<file path="config.mk">
export PLATFORM = sky130hd
export DESIGN_NAME = fetch_exec_sequencer
export DESIGN_NICKNAME = d
export VERILOG_FILES = /design/src/rtl/fetch_exec_sequencer_pkg.sv /design/src/rtl/fetch_exec_sequencer_step_decoder.sv /design/src/rtl/fetch_exec_sequencer.sv
export SDC_FILE = /design/constraint.sdc
export NUM_CORES = 1
export LEC_CHECK = 0
export BUFFER_PORTS_ARGS = -buffer_cell sky130_fd_sc_hd__buf_2
export CAP_MARGIN = 20
export CORE_MARGIN = 2
export CORE_UTILIZATION = 44
export DETAILED_ROUTE_END_ITERATION = 10
export PLACE_DENSITY = 0.75
export SLEW_MARGIN = 20
export SYNTH_ARGS = -nofsm -noshare
export SYNTH_HDL_FRONTEND = slang
export SYNTH_HIERARCHICAL = 1
export SYNTH_SLANG_ARGS = --single-unit
</file>
<file path="constraint.sdc">
create_clock -name clk -period 2.27 [get_ports clk]
set_input_delay 0.3405 -clock clk [delete_from_list [all_inputs] [get_ports clk]]
set_output_delay 0.3405 -clock clk [all_outputs]
set_load 0.02 [all_outputs]
</file>
<file path="src/rtl/fetch_exec_sequencer_pkg.sv">
// ============================================================================
// Module   : ctrl_pkg
// Brief    : Shared state encoding, strobe-vector fields and helpers for the
//            fetch/execute sequencer.
// Revision : 1.0 - initial release
// ============================================================================
`default_nettype none

package ctrl_pkg;

    typedef enum logic [2:0] {
        F1_ADDR = 3'd0,
        F1_REQ  = 3'd1,
        F1_WAIT = 3'd2,
        F2_ADDR = 3'd3,
        F2_REQ  = 3'd4,
        F2_WAIT = 3'd5,
        EXEC    = 3'd6,
        ERR     = 3'd7
    } state_t;

    localparam int c_STB_W         = 5;
    localparam int c_STB_MEM_START = 0;
    localparam int c_STB_MEM_RNW   = 1;
    localparam int c_STB_AR_LD     = 2;
    localparam int c_STB_PC_INC    = 3;
    localparam int c_STB_EXEC      = 4;

    // A zero length from the decoder means the full counter range.
    function automatic int unsigned eff_len(input int unsigned len, input int unsigned sc_w);
        return (len == 0) ? (32'd1 << sc_w) : len;
    endfunction

endpackage

`default_nettype wire

</file>
<file path="src/rtl/fetch_exec_sequencer_step_decoder.sv">
// ============================================================================
// Module   : step_decoder
// Brief    : Binary to one-hot decoder with enable; all outputs low when
//            disabled.
// Revision : 1.0 - initial release
// ============================================================================
`default_nettype none

module step_decoder #(
    parameter int SEL_W = 4
) (
    input  logic [SEL_W-1:0]    i_sel,
    input  logic                i_en,
    output logic [2**SEL_W-1:0] o_onehot
);

    generate
        for (genvar gi = 0; gi < 2**SEL_W; gi++) begin : g_bit
            assign o_onehot[gi] = i_en && (i_sel == SEL_W'(gi));
        end
    endgenerate

endmodule

`default_nettype wire

</file>
<file path="src/rtl/fetch_exec_sequencer.sv">
// ============================================================================
// Module   : fetch_exec_sequencer
// Brief    : One/two word instruction fetch with ready handshake and timeout,
//            followed by a programmable-length, stallable execute counter.
// Revision : 1.0 - initial release
// ============================================================================
`default_nettype none

module fetch_exec_sequencer
    import ctrl_pkg::*;
#(
    parameter int WORD_W  = 16,
    parameter int SC_W    = 4,
    parameter int EXT_BIT = 15,
    parameter int TIMEOUT = 255
) (
    input  logic                 clk,
    input  logic                 rst,
    input  logic                 mem_ready,
    input  logic [WORD_W-1:0]    mem_data,
    output logic                 mem_start,
    output logic                 mem_rnw,
    output logic                 ar_ld,
    output logic                 pc_inc,
    output logic [WORD_W-1:0]    ir1,
    output logic [WORD_W-1:0]    ir2,
    input  logic [SC_W-1:0]      exec_len,
    input  logic                 exec_stall,
    input  logic                 exec_done,
    output logic                 exec_valid,
    output logic [SC_W-1:0]      step,
    output logic [2**SC_W-1:0]   step_onehot,
    output logic                 bus_err
);

    localparam int                c_WC_W    = (TIMEOUT > 1) ? $clog2(TIMEOUT + 1) : 1;
    localparam logic [c_WC_W-1:0] c_TO_LAST = c_WC_W'((TIMEOUT > 0) ? TIMEOUT - 1 : 0);
    localparam logic [c_WC_W-1:0] c_WC_ONE  = c_WC_W'(1);
    localparam logic [SC_W:0]     c_LEN_ONE = (SC_W + 1)'(1);
    localparam logic [SC_W-1:0]   c_ST_ONE  = SC_W'(1);

    state_t               r_state;
    state_t               w_state_nxt;
    logic [WORD_W-1:0]    r_ir1;
    logic [WORD_W-1:0]    r_ir2;
    logic [SC_W-1:0]      r_step;
    logic [SC_W-1:0]      w_step_nxt;
    logic [c_WC_W-1:0]    r_wcnt;
    logic                 r_bus_err;
    logic                 w_ir1_ld;
    logic                 w_ir2_ld;
    logic                 w_timeout;
    logic                 w_last;
    logic                 w_in_wait;
    logic [SC_W:0]        w_eff_len;
    logic [c_STB_W-1:0]   w_stb;
    logic [c_STB_W-1:0]   w_stb_q;

    assign w_eff_len = (SC_W + 1)'(eff_len(32'(exec_len), SC_W));
    // >= rather than == so a decoder shrinking the length below the current step still ends EXEC.
    assign w_last    = ({1'b0, r_step} >= (w_eff_len - c_LEN_ONE));
    assign w_timeout = (TIMEOUT != 0) && (r_wcnt == c_TO_LAST);
    assign w_in_wait = (r_state == F1_WAIT) || (r_state == F2_WAIT);

    always_ff @(posedge clk) begin
        if (rst) begin
            r_state   <= F1_ADDR;
            r_ir1     <= '0;
            r_ir2     <= '0;
            r_step    <= '0;
            r_wcnt    <= '0;
            r_bus_err <= 1'b0;
        end else begin
            r_state <= w_state_nxt;
            r_step  <= w_step_nxt;
            if (w_ir1_ld) r_ir1 <= mem_data;
            if (w_ir2_ld) r_ir2 <= mem_data;
            r_wcnt  <= (w_in_wait && (w_state_nxt == r_state)) ? r_wcnt + c_WC_ONE : '0;
            if (w_state_nxt == ERR) r_bus_err <= 1'b1;
        end
    end

    always_comb begin
        w_state_nxt = r_state;
        w_step_nxt  = r_step;
        w_ir1_ld    = 1'b0;
        w_ir2_ld    = 1'b0;
        w_stb       = '0;
        case (r_state)
            F1_ADDR, F2_ADDR: begin
                w_stb[c_STB_AR_LD]  = 1'b1;
                w_stb[c_STB_PC_INC] = 1'b1;
                w_state_nxt         = (r_state == F1_ADDR) ? F1_REQ : F2_REQ;
            end
            F1_REQ, F2_REQ: begin
                w_stb[c_STB_MEM_START] = 1'b1;
                w_stb[c_STB_MEM_RNW]   = 1'b1;
                w_state_nxt            = (r_state == F1_REQ) ? F1_WAIT : F2_WAIT;
            end
            F1_WAIT: begin
                if (mem_ready) begin
                    w_ir1_ld    = 1'b1;
                    w_state_nxt = mem_data[EXT_BIT] ? F2_ADDR : EXEC;
                end else if (w_timeout) begin
                    w_state_nxt = ERR;
                end
            end
            F2_WAIT: begin
                if (mem_ready) begin
                    w_ir2_ld    = 1'b1;
                    w_state_nxt = EXEC;
                end else if (w_timeout) begin
                    w_state_nxt = ERR;
                end
            end
            EXEC: begin
                w_stb[c_STB_EXEC] = 1'b1;
                if (exec_done || w_last) begin
                    w_state_nxt = F1_ADDR;
                    w_step_nxt  = '0;
                end else if (!exec_stall) begin
                    w_step_nxt = r_step + c_ST_ONE;
                end
            end
            default: begin
                w_state_nxt = ERR;
            end
        endcase
    end

    assign w_stb_q     = rst ? '0 : w_stb;
    assign mem_start   = w_stb_q[c_STB_MEM_START];
    assign mem_rnw     = w_stb_q[c_STB_MEM_RNW];
    assign ar_ld       = w_stb_q[c_STB_AR_LD];
    assign pc_inc      = w_stb_q[c_STB_PC_INC];
    assign exec_valid  = w_stb_q[c_STB_EXEC];
    assign ir1         = r_ir1;
    assign ir2         = r_ir2;
    assign step        = r_step;
    assign bus_err     = r_bus_err;

    step_decoder #(
        .SEL_W (SC_W)
    ) u_step_decoder (
        .i_sel    (r_step),
        .i_en     (w_stb_q[c_STB_EXEC]),
        .o_onehot (step_onehot)
    );

endmodule

`default_nettype wire

</file>
---- Yosys cells after proc, flatten, opt, wreduce, memory -nomap -nowiden ----
Cells that the tools add are included.
storage, ports and cells
  flip-flop bits (word level) ............. 48
  bits of input ports ..................... 25
  output and inout port bits .............. 58
  word-level logic and storage cells ...... 80
cells by class
  add/subtract/negate cells ............... 3
  order comparisons ....................... 1
  eq/ne operators ......................... 25
  multiplexer cells ....................... 18
  bitwise logic cells ..................... 1
  reductions and logical operators ........ 26
operators by type and width
  operator                                             number
  equality test 4 bit, second input constant           8
  2-to-1 mux 3 bit                                     7
  logical AND 1 bit                                    17
  equality test 4 x 3 -> 1 bit, second input constant  4
  case mux 3 bit (5 select lines)                      1
  equality test 3 bit, second input constant           4
  2-to-1 mux 5 bit                                     2
  adder 8 x 1 -> 8 bit, second input constant          1
  equality test 4 x 2 -> 1 bit, second input constant  2
  equality test 8 bit, second input constant           1
  logical NOT 4 bit                                    2
  2-to-1 mux 4 bit                                     2
  equality test 3 x 2 -> 1 bit, second input constant  2
  OR reduction 2 bit                                   3
  >= comparator 4 x 5 -> 1 bit                         1
  subtractor 5 x 1 -> 5 bit, second input constant     1
  adder 4 x 1 -> 4 bit, second input constant          1
  equality test 4 x 1 -> 1 bit, second input constant  1
  2-to-1 mux 1 bit                                     4
  2-to-1 mux 2 bit                                     2
  equality test 3 x 1 -> 1 bit, second input constant  1
  equality test 3 bit                                  1
  logical NOT 3 bit                                    1
  logical OR 1 bit                                     2
  3 further kinds                                      3

---- Longest topological paths before layout ----
  depth in word-level cells ............... 11
  depth in mapped cells ................... 11
  mapped depth without buffers ............ 11

---- Cells and area by module ----
Netlist, hierarchy kept.
by module, submodules not included
  module                instances  cells an instance  area each (um2)  seq. area each (um2)
  fetch_exec_sequencer  1          264                2,123.3          960.9
  step_decoder          1          23                 117.6            0.0

---- Worst setup path after synthesis ----
Ideal clock, no wire load.
  path type ............................... input to output
  start ................................... input rst
  end ..................................... output step_onehot[1]
  arrival time ............................ 1.905 ns
  required time ........................... 1.929 ns
  setup slack ............................. 0.025 ns
  stages .................................. 5
  path buffers ............................ 2
  cell sequence ........................... clkbuf_1 > clkbuf_1 > nor2_1 > or3b_4 > nor2_1
between the ends
  cells in the longest elaborated chain, start to end .. 2
RTL lines
  element            line                                     text
  start, declared    fetch_exec_sequencer.sv:18               input logic rst,
  2-to-1 mux 5 bit   fetch_exec_sequencer.sv:131              assign w_stb_q = rst ? '0 : w_stb;
  via exec_valid     fetch_exec_sequencer.sv:30               output logic exec_valid,
  logical AND 1 bit  fetch_exec_sequencer_step_decoder.sv:19  assign o_onehot[gi] = i_en && (i_sel == SEL_W'(gi));
  end, declared      fetch_exec_sequencer.sv:32               output logic [2**SC_W-1:0] step_onehot,
The timed path passes the listed nets, and every way through them passes these cells.

---- Worst setup path after layout ----
  start ................................... register r_state[1]
  end ..................................... output step_onehot[2]
between the ends
  cells in the longest elaborated chain, start to end .. 4
RTL lines
  element                 line                                     text
  start, declared         fetch_exec_sequencer.sv:42               state_t r_state;
  start signal, assigned  fetch_exec_sequencer.sv:74               r_state <= w_state_nxt;
  equality test 3 bit     fetch_exec_sequencer.sv:89               case (r_state)
  2-to-1 mux 1 bit        fetch_exec_sequencer.sv:89
  2-to-1 mux 5 bit        fetch_exec_sequencer.sv:131
  logical AND 1 bit       fetch_exec_sequencer_step_decoder.sv:19
Every way passes these cells.

==> results.cfg <==
[power]
power.leakage_nw = 1.277
power_density_mw_per_mm2 = 690.9
peakVddDrop_mv = 0.5280
finalPower_mw = 1.986

[cells_and_area]
antenna_cells = 0
fin_util_pct = 59.66
syn_to_final_growth_pct = 28.25
fin_area_mm2 = 0.002874
drive_gt1_share_pct = 28.30
final_net_count = 405
n_fill_cell = 468
instances_no_fill = 438

[synth]
synth_seq_cells = 48
async_flop_share_pct = 0
yosys-top-cells-count = 76 x nand2_1, 48 x dfxtp_1, 40 x a21oi_1
synth_cell_type_count = 40
yosys.area.top_type_share_pct = 42.88
yosysWarnings = 6
syn-cell-area_mm2 = 0.002241
synth_area_per_cell_um2 = 7.808
synthCells = 287
synth_edf_count = 0
synth_ff_type = dfxtp_1
syn_nets = 321
synth.top_cells.by_area = dfxtp_1 43%, nand2_1 13%, a21oi_1 8.9%, ha_1 5.0%, nor2_1 4.2%
ys_seq_area_share_pct = 42.88
yosysTopAreaCell = dfxtp_1
yosysMostFrequentCell = nand2_1

[sta]
relSlewSlack_pct = 55.80
layout_min_cycle_time_ns = 2.150
finalSetupViolations = 0
fin_skew_ns = 0.008980
worst_pin_slew_ns = 0.6611
hold_viol = 0
finalCritPeriodShare_pct = 94.70
grt_setup_unrepaired = no
slew_viol_final = 0
fmax_mhz = 465.2

[hold_path]
holdCritStartpoint = mem_data[0]
min_path_type = in2reg
hold_end = ir2[0]
whs_path_depth = 3

[place]
io_buffers = 82
dpl-instance-area_mm2 = 0.002743
dp.cells = 431
gp_congestion = 0.7942
place_hpwl_um = 3970

[critical_path]
regToRegEndpoint = bus_err
worstPathRequired_ns = 1.93
crit_slowest_cell = or3b_4
arrival_ns = 1.81
critPathLaunchType = flip-flop
cp_cell_sequence = and2b_2 -> nand2_1 -> nor2_1 -> or3b_4 -> nor2_1 -> buf_2
reg2reg_depth = 7
critPathCaptureType = output pin
slowest_delay_ns = 0.42
worst-r2r-setup-slack_ns = 0.35
cp_max_fo = 8
r2r-start = r_wcnt[0]
critPathMostFrequentCell = nor2_1
critical_path_class = reg2out

[clocking]
cts_made_buffers = 5
clk_latency_ns = 0.30
cts_hold_buf = 0
clk_pin_slew_ns = 0.09
cts.sinks = 48
clock_path_buffers = 2
cts_root_buf = clkbuf_8
h-tree-depth = 2
cts_tree = done

[floorplan]
ios = 83
dieArea_mm2 = 0.005680
rows = 25
die_h_um = 75.37
core-area_mm2 = 0.004817
initial_core_util_pct = 46.52
die_x_um = 75.37

[routing]
wl_um = 5333
drc = 0
vias_per_cell = 4.970
wire_per_inst_um = 12.18
vias = 2177
drt-pass1-iter-count = 4
initialDrtViolationCount = 183
ant_nets = 0

[grt]
grt_remaining_overflow = 0
grt_usage_pct = 19.15
grt_pass1_wl_um = 8466
grt_start_max_net_pins = 33
first_global_vias = 1931
antenna_found_initial = 0

[run]
maxCapViolCount = 0

[run_status]
status = completed
==> where the power goes <==
group / total, mW / internal, mW / switching (mW)
clock: 0.704 / 0.433 / 0.271
sequential: 0.918 / 0.884 / 0.0334
combinational: 0.364 / 0.136 / 0.227
==> state kept, by name, indices dropped and copies added (netlist names) <==
signal   flops
bus_err      1
ir1         16
ir2         16
r_state      3
r_wcnt       8
step         4
==> how the worst max path moves through the flow <==
| stage | start | endpoint | depth (start not counted) |
|---|---|---|---|
| 2_1_floorplan | rst | step_onehot[1] | 5 |
| 3_3_place_gp | exec_len[0] | step[0] | 10 |
| 3_5_place_dp | exec_len[0] | step[0] | 10 |
| 4_1_cts | r_state[1] | step_onehot[2] | 6 |
| 5_1_grt | r_state[1] | step_onehot[3] | 6 |
| 6_report | r_state[1] | step_onehot[2] | 6 |
==> cell families (layout without fill, tap and decap cells) <==
kind of cell	after synthesis	after routing	synth area share (%)
buffers and inverters	21	105	4.020
adder cells (fa/ha/maj)	9	9	5.025
XOR/XNOR	10	10	3.909
AND/OR/NAND/NOR	145	145	29.65
flip-flops	48	48	42.88
AO/OA/AOI/OAI	54	54	14.52
==> timing repair <==
item                                    CTS  global route
setup buffers                             0             0
endpoints found under the hold margin     0             0
endpoints found under the setup margin    0            15
resized for setup                         0             2
==> layout make-up <==
cell class	instances	area (um^2)	area share, %
multi-input combinational	218	1191	41.45
timing repair buffer	92	485.5	16.89
tap	67	83.83	2.917
inverter	6	22.52	0.7836
clock inverter	2	60.06	2.090
clock buffer	5	68.82	2.394
sequential	48	962.2	33.48
==> layer usage <==
| layer | up-vias | part of all wire, % | wire length (um) | track usage, % |
|---|---|---|---|---|
| li1 | 1128 | - | - | - |
| met1 | 987 | 44 | 2339 | 23.61 |
| met2 | 60 | 49 | 2587 | 32.85 |
| met3 | 2 | 7.1 | 378 | 5.423 |
| met4 | 0 | 0.51 | 27 | 5.263 |
| met5 | - | 0 | 0 | 0 |
==> layout by cell type, fill, tap and decap left out, types with 3 or more instances in the layout <==
cell type,instances
ha_1,9
nor2_1,25
nand3b_1,4
inv_1,6
nand3_1,6
xor2_1,7
buf_4,10
dfxtp_1,47
clkbuf_8,5
nand2b_1,5
buf_2,82
nor3_1,7
and3_1,3
a21oi_1,40
nand2_1,76
xnor2_1,3
nor2b_1,3
==> worst max-delay path, delay by kind of cell (launching register included) <==
family	cells	cell delay (ns)
flops	1	0.40
simple gates	5	0.95
buf+inv	1	0.17
==> metrics by stage <==
step	setup TNS [ns]	hold WS [ns]	setup slack [ns]
finish	0	0.2790	0.1203
CTS	0	0.2749	0.007819
floorplan	0	0.4526	0.02490
detailed placement	-0.2782	0.4430	-0.1155
global route	0	0.2736	0.001133
global placement	-0.06557	0.4395	-0.03762
Note: power is estimated with default switching activity, not from simulation.
